**src/rtl/fetch_pkg.sv**
```systemverilog
// Shared types, default widths and helpers for the instruction fetch controller.
package fetch_pkg;

    localparam int unsigned FETCH_IW = 10;
    localparam int unsigned FETCH_DW = 9;
    localparam int unsigned FETCH_OW = 6;
    localparam int unsigned CNT_W    = 32;

    typedef logic [FETCH_IW-1:0] pc_t;

    typedef enum logic [1:0] {
        IDLE = 2'd0,
        RUN  = 2'd1,
        HALT = 2'd2
    } fetch_state_t;

    // Increment that sticks at all-ones instead of wrapping.
    function automatic logic [CNT_W-1:0] sat_inc(input logic [CNT_W-1:0] v);
        return (&v) ? v : CNT_W'(v + CNT_W'(1));
    endfunction

endpackage

```
**src/rtl/inst_fetch_ctrl_if.sv**
```systemverilog
// Fetch controller bus: ROM address/data, decode controls, handshake and status.
interface inst_fetch_ctrl_if #(
    parameter int unsigned IW = 10,
    parameter int unsigned DW = 9,
    parameter int unsigned OW = 6
) ();

    logic          start;
    logic [IW-1:0] inst_addr;
    logic [DW-1:0] inst_in;
    logic [DW-1:0] inst_out;
    logic          inst_valid;
    logic          stall;
    logic          branch_en;
    logic [OW-1:0] branch_off;
    logic          jump_en;
    logic [IW-1:0] jump_target;
    logic          halt_req;
    logic          done;
    logic          timeout;
    logic [31:0]   cycle_count;
    logic [31:0]   inst_count;

    // Fetch controller side.
    modport master (
        input  start, inst_in, stall, branch_en, branch_off,
               jump_en, jump_target, halt_req,
        output inst_addr, inst_out, inst_valid, done, timeout,
               cycle_count, inst_count
    );

    // ROM / decode / launcher side.
    modport slave (
        output start, inst_in, stall, branch_en, branch_off,
               jump_en, jump_target, halt_req,
        input  inst_addr, inst_out, inst_valid, done, timeout,
               cycle_count, inst_count
    );

endinterface

```
**src/rtl/fetch_next_pc.sv**
```systemverilog
// Combinational next-PC select: stall/halt hold > jump > relative branch > increment.
module fetch_next_pc #(
    parameter int unsigned IW = 10,
    parameter int unsigned OW = 6
) (
    input  logic [IW-1:0] pc_i,
    input  logic          stall_i,
    input  logic          halt_i,
    input  logic          jump_en_i,
    input  logic [IW-1:0] jump_target_i,
    input  logic          branch_en_i,
    input  logic [OW-1:0] branch_off_i,
    output logic [IW-1:0] pc_next_c
);

    logic [IW-1:0] off_ext;

    // Sign-extend the offset so the addition wraps modulo 2**IW.
    assign off_ext = {{(IW-OW){branch_off_i[OW-1]}}, branch_off_i};

    // Priority mux for the next program counter.
    always_comb begin
        pc_next_c = IW'(pc_i + IW'(1));
        if (stall_i || halt_i) begin
            pc_next_c = pc_i;
        end else if (jump_en_i) begin
            pc_next_c = jump_target_i;
        end else if (branch_en_i) begin
            pc_next_c = IW'(pc_i + off_ext);
        end
    end

endmodule

```
**src/rtl/inst_fetch_ctrl.sv**
```systemverilog
// Program sequencer: PC, ROM addressing, start/done handshake, counters, watchdog.
module inst_fetch_ctrl
    import fetch_pkg::*;
#(
    parameter int unsigned IW         = FETCH_IW,
    parameter int unsigned DW         = FETCH_DW,
    parameter int unsigned OW         = FETCH_OW,
    parameter int unsigned START_ADDR = 0,
    parameter int unsigned MAX_CYCLES = 4096
) (
    input  logic              Clk,
    input  logic              Reset,
    inst_fetch_ctrl_if.master bus
);

    fetch_state_t     state_q, state_d;
    logic [IW-1:0]    pc_q, pc_d;
    logic             done_q, done_d;
    logic             timeout_q, timeout_d;
    logic [CNT_W-1:0] cyc_q, cyc_d;
    logic [CNT_W-1:0] icnt_q, icnt_d;

    logic [IW-1:0]    pc_next_c;
    logic             issue_c;
    logic             wd_hit_c;
    logic [DW-1:0]    inst_c;

    // Instruction is issued whenever RUN is not stalled.
    assign issue_c = (state_q == RUN) && !bus.stall;

    // Watchdog fires on the last allowed RUN cycle.
    assign wd_hit_c = (MAX_CYCLES != 0) && (cyc_q == CNT_W'(MAX_CYCLES - 1));

    fetch_next_pc #(
        .IW (IW),
        .OW (OW)
    ) u_next_pc (
        .pc_i          (pc_q),
        .stall_i       (bus.stall),
        .halt_i        (bus.halt_req),
        .jump_en_i     (bus.jump_en),
        .jump_target_i (bus.jump_target),
        .branch_en_i   (bus.branch_en),
        .branch_off_i  (bus.branch_off),
        .pc_next_c     (pc_next_c)
    );

    // Next-state, PC, counter and status logic.
    always_comb begin
        state_d   = state_q;
        pc_d      = pc_q;
        done_d    = done_q;
        timeout_d = timeout_q;
        cyc_d     = cyc_q;
        icnt_d    = icnt_q;

        case (state_q)
            IDLE, HALT: begin
                if (bus.start) begin
                    state_d   = RUN;
                    pc_d      = IW'(START_ADDR);
                    done_d    = 1'b0;
                    timeout_d = 1'b0;
                    cyc_d     = '0;
                    icnt_d    = '0;
                end
            end
            RUN: begin
                cyc_d = sat_inc(cyc_q);
                if (issue_c) begin
                    icnt_d = sat_inc(icnt_q);
                end
                if (issue_c && bus.halt_req) begin
                    state_d = HALT;
                    done_d  = 1'b1;
                end else if (wd_hit_c) begin
                    state_d   = HALT;
                    done_d    = 1'b1;
                    timeout_d = 1'b1;
                end else begin
                    pc_d = pc_next_c;
                end
            end
            default: begin
                state_d = IDLE;
            end
        endcase
    end

    // State and datapath registers with synchronous reset.
    always_ff @(posedge Clk) begin
        if (Reset) begin
            state_q   <= IDLE;
            pc_q      <= IW'(START_ADDR);
            done_q    <= 1'b0;
            timeout_q <= 1'b0;
            cyc_q     <= '0;
            icnt_q    <= '0;
        end else begin
            state_q   <= state_d;
            pc_q      <= pc_d;
            done_q    <= done_d;
            timeout_q <= timeout_d;
            cyc_q     <= cyc_d;
            icnt_q    <= icnt_d;
        end
    end

    assign inst_c          = bus.inst_in;
    assign bus.inst_out    = inst_c;
    assign bus.inst_addr   = pc_q;
    assign bus.inst_valid  = issue_c;
    assign bus.done        = done_q;
    assign bus.timeout     = timeout_q;
    assign bus.cycle_count = cyc_q;
    assign bus.inst_count  = icnt_q;

endmodule

```
**src/flat_wrapper.sv**
```systemverilog
// flat-port wrapper written by rule: the top's interface ports become plain ports
module inst_fetch_ctrl_flat import fetch_pkg::*;
#(
    parameter int unsigned IW         = FETCH_IW,
    parameter int unsigned DW         = FETCH_DW,
    parameter int unsigned OW         = FETCH_OW,
    parameter int unsigned START_ADDR = 0,
    parameter int unsigned MAX_CYCLES = 4096
)
  (Clk, Reset, bus_start, bus_inst_in, bus_stall, bus_branch_en, bus_branch_off, bus_jump_en, bus_jump_target, bus_halt_req, bus_inst_addr, bus_inst_out, bus_inst_valid, bus_done, bus_timeout, bus_cycle_count, bus_inst_count);
  inst_fetch_ctrl_if #(.IW(IW), .DW(DW), .OW(OW)) bus_i ();
  input  logic Clk;
  input  logic Reset;
  input wire logic [$bits(bus_i.start)-1:0] bus_start;
  input wire logic [$bits(bus_i.inst_in)-1:0] bus_inst_in;
  input wire logic [$bits(bus_i.stall)-1:0] bus_stall;
  input wire logic [$bits(bus_i.branch_en)-1:0] bus_branch_en;
  input wire logic [$bits(bus_i.branch_off)-1:0] bus_branch_off;
  input wire logic [$bits(bus_i.jump_en)-1:0] bus_jump_en;
  input wire logic [$bits(bus_i.jump_target)-1:0] bus_jump_target;
  input wire logic [$bits(bus_i.halt_req)-1:0] bus_halt_req;
  output wire logic [$bits(bus_i.inst_addr)-1:0] bus_inst_addr;
  output wire logic [$bits(bus_i.inst_out)-1:0] bus_inst_out;
  output wire logic [$bits(bus_i.inst_valid)-1:0] bus_inst_valid;
  output wire logic [$bits(bus_i.done)-1:0] bus_done;
  output wire logic [$bits(bus_i.timeout)-1:0] bus_timeout;
  output wire logic [$bits(bus_i.cycle_count)-1:0] bus_cycle_count;
  output wire logic [$bits(bus_i.inst_count)-1:0] bus_inst_count;
  assign bus_i.start = bus_start;
  assign bus_i.inst_in = bus_inst_in;
  assign bus_i.stall = bus_stall;
  assign bus_i.branch_en = bus_branch_en;
  assign bus_i.branch_off = bus_branch_off;
  assign bus_i.jump_en = bus_jump_en;
  assign bus_i.jump_target = bus_jump_target;
  assign bus_i.halt_req = bus_halt_req;
  assign bus_inst_addr = bus_i.inst_addr;
  assign bus_inst_out = bus_i.inst_out;
  assign bus_inst_valid = bus_i.inst_valid;
  assign bus_done = bus_i.done;
  assign bus_timeout = bus_i.timeout;
  assign bus_cycle_count = bus_i.cycle_count;
  assign bus_inst_count = bus_i.inst_count;
  inst_fetch_ctrl #(.IW(IW), .DW(DW), .OW(OW), .START_ADDR(START_ADDR), .MAX_CYCLES(MAX_CYCLES)) u_core (.Clk(Clk), .Reset(Reset), .bus(bus_i));
endmodule
```
**config.mk**
```make
export PLATFORM = sky130hd
export DESIGN_NAME = inst_fetch_ctrl_flat
export DESIGN_NICKNAME = d
export VERILOG_FILES = /design/src/rtl/fetch_pkg.sv /design/src/rtl/inst_fetch_ctrl_if.sv /design/src/rtl/fetch_next_pc.sv /design/src/rtl/inst_fetch_ctrl.sv /design/src/flat_wrapper.sv
export SDC_FILE = /design/constraint.sdc
export NUM_CORES = 1
export LEC_CHECK = 0
export CAP_MARGIN = 20
export CORE_MARGIN = 2
export CORE_UTILIZATION = 40
export CTS_CLUSTER_DIAMETER = 40
export DETAILED_ROUTE_END_ITERATION = 7
export PLACE_DENSITY = 0.74
export SLEW_MARGIN = 30
export SYNTH_ARGS = -nofsm -noshare
export SYNTH_HDL_FRONTEND = slang
export SYNTH_SLANG_ARGS = --single-unit
```
**constraint.sdc**
```tcl
create_clock -name Clk -period 7.1 [get_ports Clk]
set_input_delay 1.42 -clock Clk [delete_from_list [all_inputs] [get_ports Clk]]
set_output_delay 1.42 -clock Clk [all_outputs]
set_load 0.02 [all_outputs]
```
==> results.md, run 1 <==
- A synthesized cell averages 8.09 um^2.
- The mapped netlist covers 4570 um^2.
- For this design the static power due to leakage is 1.85 nW.
- The number of port buffers is 99.
- Hold repair after CTS inserted 0 buffers.
- Once routing completed, OpenROAD measured the worst setup slack at 2.56 ns.
- The tool flagged a number of max-cap violations equal to 0.
- The number of antenna violations at the first check in global routing was 0.
- The starting density of the core is 40.5%.
- The deepest level of the CTS H-tree is 3.
- The final hold violation count is 0.
- The maximum fanout encountered on the critical timing path is 6.
- The critical path endpoint category is a primary output.
- The number of global-route vias before repair is 4486.
- Ranked by instance count, the synthesized netlist is headed by 78 x dfxtp_1, 56 x a21oi_1, 56 x nand2_1.
- Timing analysis after detailed placement gives a worst setup slack of 2.58 ns.
- The first global-routing pass estimated 22000 um of wire.
- The count of distinct cell types in the synthesized netlist is 60.
- The number of enable-type register cells in the synthesized netlist is 0.
- The signal on the critical path passes through clkdlybuf4s50_1 -> or3b_1 -> inv_1 -> clkdlybuf4s50_1.
- The most numerous cell type found on the critical path is clkdlybuf4s50_1.
- The upper clock frequency limit is 220 MHz.
- In this run the tightest slew margin relative to its limit is 42.0%.
- The final total negative setup slack is 0 ns.
- The area growth from synthesis to layout is 29.7%.
- The flow ran to the end, and the final reports show no timing, DRC or antenna violations.
- The part of the Yosys area used for sequential elements is 34.2%.
- In the synthesized netlist, the number of instances is 565.
- The ratio of total power to cell area is 177 nW/um^2.
- Data on the critical path is required at its endpoint by 5.68 ns.
- Using the TritonRoute via totals, the vias-per-cell ratio works out to 6.20.
- After detailed routing, the number of remaining DRC violations is 0.
- After clock tree synthesis, the repair step resized 0 gates.
- Setup violations remaining at the end of the flow were counted as 0.
- The routed design could run at a clock period as short as 4.54 ns.
- The number of primary I/O pins is 118.
- The worst setup path is of the in -> out kind.
- The most used flip-flop cell after synthesis is dfxtp_1.
- The sum of routed wire length over all layers is 13600 um.
- Setup repair after global routing left no endpoint under its margin.
- In this run the remaining antenna-violating nets after routing total 0.
- The number of flip-flops and latches in the synthesized netlist is 78.
- The worst setup path is launched from an input port.
- The routed layout has 4878 vias.
- The most common cell in the synthesized netlist is dfxtp_1.
- The worst-skew pair later-pin latency is 0.34 ns.
- The CTS tree is yes.
- The synthesized design devotes to its leading area cell type 34.2% of total area.
- The end-of-flow core utilization is 52.6%.
- The number of buffers added by the clock tree synthesis step is 9.
- The buffer depth of the longest clock path is 2.
- Of all flip-flops after synthesis, the portion carrying an async set or reset was 0%.
- In this run, the number of DRC markers left after iteration 0 of detailed routing was 372.
- In the finished design, the share of the clock period the worst path needs comes to 63.9%.
- The synthesized netlist net count is 605.
- STA puts the critical path data arrival time at 3.12 ns.
- The die is 111 um wide.
- The congestion estimate from routability-driven global placement came to 0.833.
- The top cell type by total area after synthesis is dfxtp_1.
- The area inside the core boundary is 11300 um^2.
- The buffering stage count on the worst path with inverters included is 3.
- On the critical path the largest part of the delay comes from buffers and inverters.
- The initialized floorplan defines 39 standard-cell rows.
- Clock tree synthesis selected as its root buffer the cell clkbuf_16.
- For the pin with the worst max-slew slack, the measured transition is 0.862 ns.
- Clock tree synthesis found a total of 78 sinks.
- Final hold analysis gives a worst-case slack of 0.481 ns.
- The total number of yosys warnings is 0.
- The remaining global-route overflow is 0.
- Yosys attributes the largest share of cell area to dfxtp_1 34%, or4_1 6.6%, a21oi_1 6.1%.
- The worst hold path belongs to the class reg -> reg.
- The detailed-router iteration count before antenna repair is 5.
- The global routing usage summed across all routing layers is 21.3%.
- After detailed routing, the average wire length per cell comes to 17.2 um.
- The clock tree skew after final layout is 0.00534 ns.
- The maximum ir drop on the vdd rail is 136 uV.
- The die footprint is 12300 um^2.
- The antenna diode instance count is 0.
- The detailed-placement wirelength estimate is 9530 um.
- The final number of max-transition violations is 0.
- The number of setup buffers added after CTS is 0.
- The y dimension of the die is 111 um.
- The highest-delay cell along the critical path is clkdlybuf4s50_1.
- The share of post-route cells with drive strength above 1 is 5.90%.
- The net count of the finished layout is 679.
- On the worst path, the slowest cell contributes a delay of 0.65 ns.
- The register clock-pin slew on the reported worst setup and hold paths is 0.06 ns.
- The maximum number of pins on one net before global-route repair is 53.
-- registers in the layout (all words and copies together) (netlist names) --
register,flops
u_core.bus.done,1
u_core.bus.inst_addr,10
u_core.bus.cycle_count,32
u_core.bus.inst_count,32
u_core.bus.timeout,1
u_core.state_q,2
-- power breakdown --
| part | switching [mW] | internal [mW] | leakage (nW) | total (mW) |
|---|---|---|---|---|
| Clock | 0.188 | 0.316 | 0.154 | 0.504 |
| Combinational | 0.0589 | 0.0371 | 1.07 | 0.0960 |
| Sequential | 0.00511 | 0.441 | 0.629 | 0.446 |
-- kinds of logic after synthesis --
logic type,share of synthesized area [%]
adder cells (fa/ha/maj),2.35
AO/OA/AOI/OAI,23.4
buffers and inverters,6.00
XOR/XNOR,0.767
multiplexers,2.85
flip-flops,34.2
AND/OR/NAND/NOR,30.4
-- metrics by stage --
stage | cells | power [mW] | area [um^2]
3_3_place_gp | 770 | 0.548 | 5580
5_1_grt | 787 | 1.08 | 5930
3_5_place_dp | 771 | 0.551 | 5600
6_report | 787 | 1.05 | 5930
4_1_cts | 787 | 1.06 | 5930
2_1_floorplan | 565 | 0.520 | 4570
-- final timing paths --
kind / startpoint / end / slack (ns) / cells after the start
min reg2reg: u_core.bus.timeout$_SDFFE_PP0P_ / u_core.bus.timeout$_SDFFE_PP0P_ / 0.48 / 2
max reg2reg: u_core.state_q[0]$_SDFFE_PP0P_ / u_core.bus.cycle_count[27]$_SDFFE_PP0P_ / 4.58 / 6
min: u_core.bus.timeout$_SDFFE_PP0P_ / u_core.bus.timeout$_SDFFE_PP0P_ / 0.48 / 2
max: bus_stall / bus_inst_valid / 2.56 / 4
-- worst reg2reg max path: stages (launching register included) --
cell      delay, ns
dfxtp_1        0.41
nand2b_1       0.25
or4_1          0.62
o41ai_2        0.58
buf_4          0.31
or4_1          0.14
a21oi_1        0.06
-- layout by cell type (no fill, tap or decap), drive strengths merged, types with 3 or more instances in the layout --
cell           Yosys  final
clkdlybuf4s50      0     99
dfxtp             78     78
nand2             56     56
a21oi             56     56
or4               40     40
o31ai             34     34
nand3             33     33
nor2              21     21
or3               20     20
o21ai             18     18
nand4             17     17
inv               14     14
mux2i             13     13
and4              12     12
clkbuf            24     10
a31oi              9      9
nor4               8      8
o2111ai            7      7
ha                 7      7
buf               19      7
and2               6      6
nand2b             6      6
nor3               5      5
and3               5      5
or2                5      5
o211ai             4      4
a2111o             4      4
a41o               4      4
nor2b              3      3
a211oi             3      3
o311ai             3      3
o41ai              3      3
-- final cells by class --
cell class	count	area (um^2)
tap	143	179
multi-input combinational	430	2760
timing repair buffer	106	1050
clock inverter	6	85.1
sequential	78	1560
inverter	14	52.6
clock buffer	10	239
fill	1063	5340
-- layer usage --
metal / part of all wire (%) / vias to the layer above / global-route usage, %
li1: - / 2344 / -
met1: 45 / 2361 / 27.0
met2: 49 / 163 / 35.8
met3: 5.9 / 10 / 5.69
met4: 1.0 / 0 / 5.67
met5: 0 / - / 0
Power figures use the tool's default switching activity.
==> run 2, diff against run 1 <==
clock period = 4.25 ns   (was 7.1 ns; I/O delays follow)
==> run 2 against run 1 <==
Net effect:
- utilization increased by 0.17 points
- critical path depth unchanged
- global-route usage increased by 0.24 points
==> results.md, run 2 (synthesized netlist as in run 1, its figures left out) <==
- The final instance area is 5950 um^2.
- The library cells used most frequently in the layout, excluding fill and tap cells, are 99 x clkdlybuf4s50_1, 78 x dfxtp_1, 56 x nand2_1, 56 x a21oi_1, 40 x or4_1.
- Entering global routing, the biggest net connects 53 pins.
- The end-of-flow core utilization is 52.8%.
- The post-detailed-route count of antenna-violating nets is 0.
- The worst setup path category is in -> out.
- The number of antenna diodes in the final layout is 0.
- The maximum ir drop on the vdd rail is 190 uV.
- The tree is rooted in a clkbuf_16.
- The final number of max-transition violations came to 0.
- The path class of the lowest-slack min-delay path is reg -> reg.
- The worst path meets setup with 0.851 ns of slack.
- The global-route wire length before repair is 22400 um.
- For the final routed database, the setup TNS stands at 0 ns.
- Derived from the worst setup path, the maximum achievable clock frequency is 294 MHz.
- At the end of the flow, the number of nets in the layout was 680.
- Summed over all nets, the half-perimeter wirelength after detailed placement is 9740 um.
- Counting along the longest clock path gives a buffer depth of 2.
- The startpoint of the worst register-to-register path is u_core.bus.inst_addr[0]$_SDFFE_PP0P_.
- The routed via count divided by cell count is 6.17.
- After clock tree synthesis, the clock-pin slew on the worst setup and hold paths is 0.05 ns.
- The flow ran to the end, and the final reports show no timing, DRC or antenna violations.
- In this run the tool buffered the top-level ports with 99 buffer cells.
- The type of origin of the critical path is an input port.
- The ratio of total power to cell area is 300 nW/um^2.
- The share of the cycle needed by the critical path after routing is 80.0%.
- The post-layout minimum cycle time is 3.40 ns.
- Measured against its own limit, the worst slew margin works out to 44.1%.
- After floorplanning, the core was sized to cover 11300 um^2.
- At the end of routability-driven placement, the weighted congestion stood at 0.877.
- The total overflow left after global routing is 0.
- The H-tree was split into 3 levels.
- The placement-stage cell area is 5610 um^2.
- Clock latency on the worst-skew pair, taken at its later pin, is 0.33 ns.
- In this run the most critical hold path is launched from u_core.bus.timeout$_SDFFE_PP0P_.
- The worst hold path passes through 2 cells.
- The wire length per cell is 17.1 um.
- STA classifies the critical path endpoint as a primary output.
- After detailed routing, the total wire length is 13500 um.
- Once the floorplan was initialized, standard cells occupied 40.5% of the core.
- The floorplan has 39 rows.
- The DRC violation total after the first TritonRoute iteration is 361.
- At the pin with the least slew margin, the transition time is 0.831 ns.
- The start point of the critical path is bus_stall.
- The number of global-route vias before repair is 4579.
- The number of primary I/O pins is 118.
- The number of buffers added by the clock tree synthesis step is 9.
- The final hold violation count is 0.
- The global routing usage summed across all routing layers is 21.5%.
- The CTS tree is yes.
- The total of cells resized after clock tree synthesis is 0.
- In this run the post-CTS setup repair buffer count came out at 0.
- The first TritonRoute pass finished after 6 iterations.
- The maximum fanout encountered on the critical timing path is 6.
- The overall power after layout is 1.78 mW.
- Counting cells, the worst reg-to-reg path comes to 7.
- Leaving out fill and tap cells, the most frequent cell in the layout is clkdlybuf4s50_1.
- Setup violations remaining at the end of the flow were counted as 0.
- Setup repair after global routing left no endpoint under its margin.
- The tool flagged a number of max-cap violations equal to 0.
- The die covers 12300 um^2.
- The number of antenna violations at the first check in global routing is 0.
- The hold-fix buffer count after cts is 0.
- Relative to the synthesized area, the layout overhead comes to 30.1%.
- The static leakage is 1.86 nW.
- Before CTS, the worst setup slack after placement is 0.717 ns.
- Data on the critical path is required at its endpoint by 3.40 ns.
- For the worst setup path, the data arrival time is 2.55 ns.
- The floorplan die width is 111 um.
- Summing all multi-input logic gate instances after layout gives 2760 um^2.
- In the final layout, the share of cells above drive strength 1 is 5.89%.
- Counting the fill cells in the layout gives 1063.
- The residual DRC count is 0.
- On the final layout, the worst clock skew is 0.0106 ns.
- Across the whole layout, storage elements account for 1560 um^2.
- The y dimension of the die is 111 um.
- The via count is 4863.
- Counting every sink on the clock net gives 78.
==> run 2: cell types whose count changed in the layout (fill, tap and decap cells not counted), sizes merged <==
cell / change
buf: +1
bufinv: +1
clkinv: -1
==> run 2: final timing paths <==
| check | endpoint | slack (ns) |
|---|---|---|
| max | bus_inst_valid | 0.85 |
| min | u_core.bus.timeout$_SDFFE_PP0P_ | 0.47 |
| max reg2reg | u_core.bus.inst_addr[6]$_SDFFE_PP0P_ | 1.80 |
| min reg2reg | u_core.bus.timeout$_SDFFE_PP0P_ | 0.47 |
==> run 2: power breakdown <==
group | internal (mW) | leakage (nW) | switching, mW
Combinational | 0.0628 | 1.07 | 0.0984
Sequential | 0.737 | 0.629 | 0.00841
Clock | 0.573 | 0.159 | 0.305
Total | 1.37 | 1.86 | 0.412
==> run 2: layout make-up <==
| type | instances | area share [%] |
|---|---|---|
| Clock buffer | 10 | 3.85 |
| Clock inverter | 6 | 1.85 |
| Inverter | 14 | 0.884 |
| Multi-Input combinational cell | 430 | 46.5 |
| Sequential cell | 78 | 26.3 |
| Tap cell | 143 | 3.01 |
| Timing Repair Buffer | 107 | 17.7 |
==> run 2: per-stage QoR <==
step	cells	hold WS (ns)
5_1_grt	788	0.484
3_5_place_dp	772	0.457
2_1_floorplan	565	0.474
4_1_cts	788	0.471
6_report	788	0.468
3_3_place_gp	772	0.449
==> run 2: worst max-delay path, cell delays in order <==
cell,delay [ns]
clkdlybuf4s50_1,0.44
or3b_1,0.40
inv_1,0.20
clkdlybuf4s50_1,0.66
==> run 2: metal layers <==
metal | GRT usage (%) | share of wire (%)
met5 | 0 | 0
met4 | 6.67 | 2.0
met3 | 5.36 | 6.5
met2 | 36.5 | 49
met1 | 27.0 | 43
==> run 3, diff against run 2 <==
PLACE_DENSITY = 0.76   (was 0.74)
clock period = 2.9 ns   (was 4.25 ns; I/O delays follow)
==> run 3 against run 2 <==
Net effect:
- critical path depth did not move
- clock skew fell by 0.0054 ns
- non-clock buffer count rose by 23
- register-to-register slack got worse by 1.4 ns
==> results.md, run 3 (synthesized netlist as in run 1, its figures left out) <==
- For this run, the total global-route usage over all layers was measured as 21.0%.
- The worst setup path is launched from an input port.
- Max-cap violations in this run came to 0.
- From synthesis to final layout, the design area changed by 34.1%.
- Leaving out fill and tap cells, the most frequent cell in the layout is clkdlybuf4s50_1.
- The die covers 12300 um^2.
- The starting density of the core is 40.5%.
- Entering global routing, the biggest net connects 36 pins.
- The maximum ir drop on the vdd rail is 312 uV.
- The repair_antennas step left the layout with diodes totalling 0.
- The clock arrives with 0.00518 ns of skew.
- The tree is rooted in a clkbuf_16.
- The final hold violation count was 0.
- The overall power after layout is 2.64 mW.
- The share of the cycle needed by the critical path after routing is 97.1%.
- The clock network is responsible for 49.0% of the overall power.
- The flow ran to the end, and the final reports show no timing, DRC or antenna violations.
- Setup repair after global routing left no endpoint under its margin.
- The number of antenna violations at the first check in global routing came to 0.
- The met1 routed wirelength after detailed routing is 5960 um.
- The global-route wire length before repair is 21700 um.
- Counting the fill cells in the layout gives 997.
- The routed via count divided by cell count is 6.02.
- Wire segments on met3 add up to 874 um in the final route.
- The top layer reached by signal wires is met4.
- The share of post-route cells with drive strength above 1 is 9.28%.
- The worst setup path is captured at a primary output.
- The worst path setup slack after routing is 0.0847 ns.
- The residual DRC count is 0.
- The final number of max-transition violations is 0.
- The post-detailed-route count of antenna-violating nets is 0.
- The worst setup path category is in -> out.
- The number of global-route vias before repair is 4432.
- The maximum fanout encountered on the critical timing path is 3.
- The top cell types in the final layout, fill and taps aside, are 99 x clkdlybuf4s50_1, 78 x dfxtp_1, 56 x nand2_1, 56 x a21oi_1, 40 x or4_1.
- The static leakage is 1.98 nW.
- The startpoint identified for the worst register-to-register timing path is u_core.bus.cycle_count[26]$_SDFFE_PP0P_.
- Pin placement for this block handled 118 I/O pins.
- The count of clock tree sinks is 78.
- Detailed routing placed a total of 6210 um of wire on met2.
- The number of cells on the worst reg-to-reg path is 5.
- The internal cell power is 2.03 mW.
- The later pin in the worst-skew pair is clocked with a latency of 0.33 ns.
- Row generation in the floorplan step produced 39 rows.
- Timing would allow up to 355 MHz.
- The headroom to the max-slew limit is 54.2%.
- Net switching is 23.2% of the power.
- The CTS tree is yes.
- Adding up every negative setup slack in the final design gives 0 ns.
- Along the worst hold path, the cell count comes to 2.
- The weighted congestion reported at the end of routability-driven placement is 0.907.
- STA puts the critical path data required time at 2.32 ns.
- The buffer depth of the longest clock path is 2.
- The total overflow left after global routing is 0.
- For this block, the routed nets add up to 13200 um of wire.
- Registers are responsible for 41.4% of the overall power.
- The finished cells cover 6130 um^2.
- Clock-pin slew was measured on the worst setup and hold paths at 0.06 ns.
- Hold repair after CTS inserted 0 buffers.
- The placement-stage cell area is 5780 um^2.
- The launch point of the worst hold path is u_core.bus.timeout$_SDFFE_PP0P_.
- The clock tree synthesis step divided the H-tree into 3 levels.
- The total number of nets in the final design is 703.
- At the worst endpoint, the arrival time is 2.24 ns.
- In this run the power density over the cells is 430 nW/um^2.
- The post-layout minimum cycle time is 2.82 ns.
- The floorplan die width is 111 um.
- The area inside the core boundary is 11300 um^2.
- Setup violations remaining at the end of the flow were counted as 0.
- Detailed placement ended at an HPWL of 9650 um.
- The number of buffers added by the clock tree synthesis step is 9.
- On the final layout, the worst hold slack is 0.474 ns.
- For the pin with the worst max-slew slack, the measured transition is 0.685 ns.
- In this run the post-CTS setup repair buffer count came out at 0.
- The tightest min-delay check is of the reg -> reg type.
- The detailed-router iteration count before antenna repair is 5.
- From bottom edge to top edge, the die measures 111 um.
- Dividing the detail-routed wire length by the instance count gives 16.3 um.
- The worst setup slack after placement is -0.278 ns.
- For this block, the via count after detailed routing is 4881.
- The number of port buffers is 99.
- For this design the total switching power over the nets is 611 uW.
- After the first detailed-routing iteration, the DRC count stood at 452.
- Combinational logic burns 9.6% of the power.
- In this run the worst setup path begins at bus_stall.
==> run 3: cell type report <==
| cell class | count | area [um^2] | share of cell area, % |
|---|---|---|---|
| Clock buffer | 10 | 229 | 3.74 |
| Clock inverter | 6 | 110 | 1.80 |
| Inverter | 14 | 52.6 | 0.858 |
| Multi-Input combinational cell | 430 | 2770 | 45.2 |
| Sequential cell | 78 | 1560 | 25.5 |
| Tap cell | 143 | 179 | 2.92 |
| Timing Repair Buffer | 130 | 1230 | 20.0 |
==> run 3: path summary, 6_finish.rpt <==
path	to	slack (ns)
max	bus_inst_valid	0.08
min	u_core.bus.timeout$_SDFFE_PP0P_	0.47
max reg2reg	u_core.bus.inst_addr[7]$_SDFFE_PP0P_	0.36
min reg2reg	u_core.bus.timeout$_SDFFE_PP0P_	0.47
==> run 3: timing repair <==
action                                  4_1_cts  5_1_grt
endpoints found under the hold margin         0        0
endpoints found under the setup margin        0        3
gates resized for setup                       0        3
==> run 3: routing by layer <==
layer	GRT usage (%)	up-vias
met2	33.7	171
met3	5.58	24
met4	5.92	0
met1	27.8	2297
met5	0	-
li1	-	2389
==> run 3: metrics by stage <==
stage | util, % | cells
after global placement | 51.1 | 794
after global routing | 54.4 | 811
after CTS | 54.2 | 811
after detailed placement | 51.2 | 795
final | 54.4 | 811
after floorplan | - | 565
==> run 3: worst max-delay path, stage by stage <==
cell,delay (ns)
clkdlybuf4s50_1,0.44
or3b_1,0.41
inv_1,0.17
clkdlybuf4s50_1,0.63
==> run 3: power by group through the flow <==
stage / combinational, mW / sequential (mW) / clock [mW]
floorplan: 0.152 / 1.12 / 0
global placement: 0.241 / 1.12 / 0
detailed placement: 0.249 / 1.12 / 0
CTS: 0.249 / 1.09 / 1.31
global route: 0.274 / 1.09 / 1.36
finish: 0.253 / 1.09 / 1.29
